--- config.mk ---
export PLATFORM = sky130hd
export DESIGN_NAME = alu_arb
export DESIGN_NICKNAME = d
export VERILOG_FILES = /design/src/rtl/alu_arb.sv
export SDC_FILE = /design/constraint.sdc
export NUM_CORES = 1
export LEC_CHECK = 0
export CAP_MARGIN = 5
export CORE_MARGIN = 2
export CORE_UTILIZATION = 44
export DETAILED_ROUTE_END_ITERATION = 10
export HOLD_SLACK_MARGIN = 0.02
export PLACE_DENSITY = 0.85
export RECOVER_POWER = 100
export SETUP_SLACK_MARGIN = 0.1
export SYNTH_ARGS = -nofsm -noshare
export SYNTH_HDL_FRONTEND = slang
export SYNTH_SLANG_ARGS = --single-unit
--- constraint.sdc ---
create_clock -name clk_i -period 3.4 [get_ports clk_i]
set_input_delay 0.34 -clock clk_i [delete_from_list [all_inputs] [get_ports clk_i]]
set_output_delay 0.34 -clock clk_i [all_outputs]
set_load 0.1 [all_outputs]
--- src/rtl/alu_arb.sv ---
// alu_arb: two-port round-robin arbiter that sequences one operation at a time onto the shared ALU.
// The winner's operands are held on the ALU for LAT cycles, then Y is captured and a done pulse issued.
module alu_arb #(
  parameter int unsigned LAT = 1
) (
  input  logic       clk_i,
  input  logic       rst_i,
  input  logic       req0_i,
  input  logic       req1_i,
  input  logic [4:0] s0_i,
  input  logic [4:0] s1_i,
  input  logic       cin0_i,
  input  logic       cin1_i,
  input  logic [7:0] a0_i,
  input  logic [7:0] b0_i,
  input  logic [7:0] a1_i,
  input  logic [7:0] b1_i,
  output logic       done0_o,
  output logic       done1_o,
  output logic [7:0] y_o,
  output logic       busy_o,
  output logic [4:0] alu_s_o,
  output logic       alu_cin_o,
  output logic [7:0] alu_a_o,
  output logic [7:0] alu_b_o,
  input  logic [7:0] alu_y_i
);

  // state | meaning
  // IDLE  | arbitrating; ALU inputs driven to zero
  // EXEC  | operands held on ALU, settle counter running
  // DONE  | result captured, done pulse for the granted requester
  typedef enum logic [1:0] {
    IDLE = 2'd0,
    EXEC = 2'd1,
    DONE = 2'd2
  } state_t;

  localparam logic [3:0] CNT_INIT = 4'(LAT - 1);

  state_t     state_q;
  logic [3:0] cnt_q;
  logic       last_gnt_q;
  logic       gnt_id_q;
  logic [4:0] op_s_q;
  logic       op_cin_q;
  logic [7:0] op_a_q;
  logic [7:0] op_b_q;
  logic [7:0] y_q;
  logic       done0_q;
  logic       done1_q;
  logic       busy_q;

  logic       any_req;
  logic       gnt_d;

  assign any_req = req0_i | req1_i;

  // Lone requester wins outright; on contention the one not served last wins.
  always_comb begin
    gnt_d = req1_i;
    if (req0_i && req1_i) begin
      gnt_d = ~last_gnt_q;
    end
  end

  always_ff @(posedge clk_i) begin
    if (rst_i) begin
      state_q    <= IDLE;
      cnt_q      <= 4'd0;
      last_gnt_q <= 1'b1;
      gnt_id_q   <= 1'b0;
      op_s_q     <= 5'd0;
      op_cin_q   <= 1'b0;
      op_a_q     <= 8'd0;
      op_b_q     <= 8'd0;
      y_q        <= 8'd0;
      done0_q    <= 1'b0;
      done1_q    <= 1'b0;
      busy_q     <= 1'b0;
    end else begin
      case (state_q)
        IDLE: begin
          if (any_req) begin
            gnt_id_q   <= gnt_d;
            last_gnt_q <= gnt_d;
            op_s_q     <= gnt_d ? s1_i   : s0_i;
            op_cin_q   <= gnt_d ? cin1_i : cin0_i;
            op_a_q     <= gnt_d ? a1_i   : a0_i;
            op_b_q     <= gnt_d ? b1_i   : b0_i;
            cnt_q      <= CNT_INIT;
            busy_q     <= 1'b1;
            state_q    <= EXEC;
          end
        end
        EXEC: begin
          if (cnt_q != 4'd0) begin
            cnt_q <= cnt_q - 4'd1;
          end else begin
            y_q     <= alu_y_i;
            done0_q <= ~gnt_id_q;
            done1_q <= gnt_id_q;
            state_q <= DONE;
          end
        end
        DONE: begin
          // Clearing the operand regs here is what parks the ALU inputs at zero in IDLE.
          done0_q  <= 1'b0;
          done1_q  <= 1'b0;
          busy_q   <= 1'b0;
          op_s_q   <= 5'd0;
          op_cin_q <= 1'b0;
          op_a_q   <= 8'd0;
          op_b_q   <= 8'd0;
          state_q  <= IDLE;
        end
        default: begin
          state_q <= IDLE;
        end
      endcase
    end
  end

  assign done0_o   = done0_q;
  assign done1_o   = done1_q;
  assign y_o       = y_q;
  assign busy_o    = busy_q;
  assign alu_s_o   = op_s_q;
  assign alu_cin_o = op_cin_q;
  assign alu_a_o   = op_a_q;
  assign alu_b_o   = op_b_q;

endmodule

=== Word level (Yosys, flattened, before mapping) ===
Index checks and enable logic that the tools add are counted.

* Register bits: 41
* Input bits: 56
* Output and inout bits: 33

* Add/sub/neg operators: 1
* Bitwise operators: 4
* Muxes and demuxes: 25
* Eq/ne operators: 5
* Reductions and logical operators: 12

{| class="wikitable"
|+ Operator list
! kind !! count
|-
| $mux W8 || 4
|-
| $pmux W8 S2 || 2
|-
| $mux W5 || 2
|-
| $pmux W5 S2 || 1
|-
| $reduce_and A2 Y1 || 5
|-
| $mux W4 || 2
|-
| $pmux W1 S2 || 4
|-
| $pmux W4 S2 || 1
|-
| $mux W1 || 6
|-
| $ne A2 B2 Y1 const B || 3
|-
| $reduce_bool A2 Y1 || 3
|-
| $mux W2 || 2
|-
| $pmux W2 S2 || 1
|-
| $reduce_bool A4 Y1 || 1
|-
| $sub A4 B1 Y4 const B || 1
|-
| $not A1 Y1 || 3
|-
| $reduce_and A3 Y1 || 1
|-
| $eq A2 B1 Y1 const B || 1
|-
| $eq A2 B2 Y1 const B || 1
|-
| $logic_not A2 Y1 || 1
|-
| $logic_and A1 B1 Y1 || 1
|-
| $or A1 B1 Y1 || 1
|}

=== Logic depth before layout (Yosys ltp) ===
* Word-level depth: 5
* Mapped depth: 6

=== Worst setup path before layout ===
OpenSTA, ideal clock, no wires.

* Path kind: flip-flop to flip-flop
* Start: register cnt_q[0]
* End: register y_q[1] (netlist: y_o[1])
* Setup slack: 1954 ps
* Arrival: 1313 ps
* Cell stages (with the launch flop): 7
* Buffers on the path: 1
* Library setup time: 132 ps
* Period minus slack after synthesis: 1446 ps
* Data required time: 3268 ps
* Cells stage by stage: dfxtp_1 > inv_1 > ha_1 > or3b_1 > clkbuf_1 > o21ai_0 > a21oi_1

* Word-level cells in the longest chain between the ends: 3

{| class="wikitable"
|+ RTL lines
! element !! RTL line !! text
|-
| from (decl) || 42 || <nowiki>logic [3:0] cnt_q;</nowiki>
|-
| from (signal assigned) || 98 || <nowiki>cnt_q <= cnt_q - 4'd1;</nowiki>
|-
| $reduce_bool A4 Y1 || 97 || <nowiki>if (cnt_q != 4'd0) begin</nowiki>
|-
| $not A1 Y1 (no source line) || -- ||
|-
| $reduce_and A2 Y1 (no source line) || -- ||
|-
| to (signal assigned) || 100 || <nowiki>y_q <= alu_y_i;</nowiki>
|-
| to (decl) || 49 || <nowiki>logic [7:0] y_q;</nowiki>
|}

Every way passes these cells.
A chain may end at the register's enable or synchronous reset.

==> flow_summary.json <==
{
  "clock_path_buffers": 2,
  "synthToLayoutAreaGrowth_pct": 49.4,
  "leakage_nw": 1.11,
  "wl_per_cell_microns": 14.4,
  "fill_cells": 335,
  "rsz0062_at_grt": "no",
  "slew-limit-headroom_pct": 28.6,
  "grt-ovfl-total": 0,
  "synth_top_area_share_pct": 43.9,
  "yosysWarnings": 0,
  "setup_tns_ns": 0,
  "placed_cells": 298,
  "fin_ws_ns": 1.10,
  "initial_core_util_pct": 46.1,
  "nets": 313,
  "synth.most_common_cell": "dfxtp_1",
  "htreeDepth": 2,
  "synthMuxAreaShare_pct": 11.8,
  "grt_use_total_pct": 18.8,
  "core-area_sq_mm": 0.00406,
  "period_share_pct": 67.8,
  "die_height_microns": 69.2,
  "syn_area_per_cell_sq_um": 10.9,
  "p_per_area_mw_per_mm2": 478,
  "cts.sinks": 41,
  "ys_seq_elements": 41,
  "via_per_inst": 5.27,
  "fin_area_sq_mm": 0.00280,
  "ys_seq_area_share_pct": 43.9,
  "skew_ns": 0.00670,
  "synth_compound_area_share_pct": 27.9,
  "worstPathArrival_ns": 2.44,
  "diodes": 0,
  "placementRows": 23,
  "synth_simple_gate_area_share_pct": 9.89,
  "hold_viol": 0,
  "synth_top_family_by_area": "compound AO/OA/AOI/OAI gates",
  "ios": 89,
  "cp-end-kind": "register",
  "place_area_sq_mm": 0.00276,
  "cp_data_required_time_ns": 3.54,
  "drc": 0,
  "clkTransAtPathRegs_ns": 0.07,
  "synth_top_cell_by_area": "dfxtp_1",
  "grt_pass1_wl_microns": 7390,
  "cts_tree": "yes",
  "ys.flop_type": "dfxtp_1",
  "dpl.hpwl_microns": 3140,
  "synth_area_sq_mm": 0.00187,
  "ant_nets": 0,
  "synthArstFlopShare_pct": 0,
  "synth_common_cells": "dfxtp_1, mux2i_1, o2bb2ai_2",
  "antenna_found_initial": 0,
  "cts_resized": 0,
  "ir_drop_uv": 237,
  "place.gp.congestion": 0.759,
  "post-cts-setup-buffers": 0,
  "die_area_sq_mm": 0.00479,
  "portBuffers": 88,
  "worst_pin_slew_ns": 1.07,
  "firstDrtPassIters": 4,
  "drtIter0Drc": 69,
  "period_needed_ns": 2.30,
  "drv_cap": 0,
  "dp_slack_ns": 1.17,
  "postCtsHoldBufs": 0,
  "die_x_microns": 69.2,
  "clock.fmax_ghz": 0.434,
  "synth_edf_count": 0,
  "hp-class": "register to register",
  "status": "finished clean",
  "finalWirelength_microns": 4380,
  "synthXorXnorAreaFrac_pct": 0,
  "critPathKind": "primary input to register",
  "yosysUniqueCellTypes": 32,
  "cts-buffers-inserted": 5,
  "syn_nets": 229,
  "drive_above_1_share_pct": 10.6,
  "critPathLaunchType": "primary input",
  "stdcell_count": 304,
  "grt_start_max_net_pins": 23,
  "grt_pass1_vias": 1585,
  "slew_viol_final": 0,
  "synthAdderAreaFrac_pct": 1.34,
  "setup-violations-final": 0,
  "via_count": 1602,
  "netlist_top_cells_area": "dfxtp_1, o2bb2ai_2, mux2i_1",
  "syn_inst": 171,
  "crit_fanout": 22,
  "cts_root_buf": "clkbuf_8",
  "clk-insertion-delay-late_ns": 0.29
}
[worst max-delay path, cell delays in order]
cell,delay (ns)
dlygate4sd3_1,0.98
or3_1,0.93
o2bb2ai_1,0.17
[report_power, final]
group	total [mW]	switching, mW	internal [mW]
combinational	0.505	0.355	0.150
clock	0.288	0.153	0.135
sequential	0.545	0.0239	0.521
[layer usage]
| layer | wire [microns] | track usage, % |
|---|---|---|
| met5 | 0 | 0 |
| met4 | 34 | 5.01 |
| met3 | 359 | 6.83 |
| met2 | 1960 | 30.4 |
| met1 | 2030 | 23.6 |
[cell usage in the layout (no fill, tap or decap)]
cell type	Yosys	final
o21ai_0	12	12
nand3_1	10	10
a21boi_4	0	1
clkbuf_1	4	1
or3b_1	2	2
nor2_1	1	1
or2_2	1	1
buf_4	0	2
a21oi_1	17	17
clkbuf_8	0	5
nand2b_1	1	1
clkdlybuf4s50_1	0	53
o211ai_1	2	2
or2_1	1	1
o2bb2ai_2	20	15
ha_1	2	2
inv_1	4	4
or4_1	2	2
or3_1	4	5
a21oi_2	1	1
clkinv_2	0	1
dfxtp_1	41	41
nand3b_1	1	1
o2bb2ai_1	2	7
dlygate4sd3_1	0	35
mux2i_1	22	22
nor3b_1	1	1
nand2_1	2	2
nor3_1	1	1
o21bai_1	1	1
or2b_1	1	1
o221ai_1	2	2
and2b_2	1	1
[path summary, 6_finish.rpt]
kind / endpoint / slack [ns] / cells past startpoint / start
setup reg to reg: alu_b_o[7]$_SDFFE_PP0P_ / 1.58 / 3 / state_q[0]$_SDFFE_PP0P_
hold reg to reg: alu_a_o[1]$_SDFFE_PP0P_ / 0.46 / 1 / alu_a_o[1]$_SDFFE_PP0P_
setup / recovery: alu_b_o[7]$_SDFFE_PP0P_ / 1.10 / 3 / rst_i
hold / removal: alu_a_o[1]$_SDFFE_PP0P_ / 0.46 / 1 / alu_a_o[1]$_SDFFE_PP0P_
[per-stage QoR]
stage                     hold slack, ns  total power [mW]  utilization [%]
after floorplan                    0.449             0.930                -
after global placement             0.446              1.08             68.1
after detailed placement           0.452              1.08             68.1
after CTS                          0.474              1.37             69.9
after global routing               0.480              1.39             68.9
final                              0.460              1.34             68.9
[logic make-up after synthesis]
family / count (synthesis)
flops: 41
simple gates: 30
buf+inv: 18
mux: 22
fa+ha+maj: 2
compound gates: 58
[layout make-up]
class,count,area (sq um),area share [%]
sequential,41,821,29.4
clock buffer,5,68.8,2.46
clock inverter,1,5.00,0.179
inverter,4,15.0,0.537
tap,50,62.6,2.24
multi-input combinational,112,925,33.1
timing repair buffer,91,900,32.2
[sequential cells by signal (all words and copies together) (netlist names), 2 cells and up]
name / count
cnt_q: 4
state_q: 2
y_o: 8
alu_a_o: 8
alu_s_o: 5
alu_b_o: 8
(Power assumes the default switching activity.)
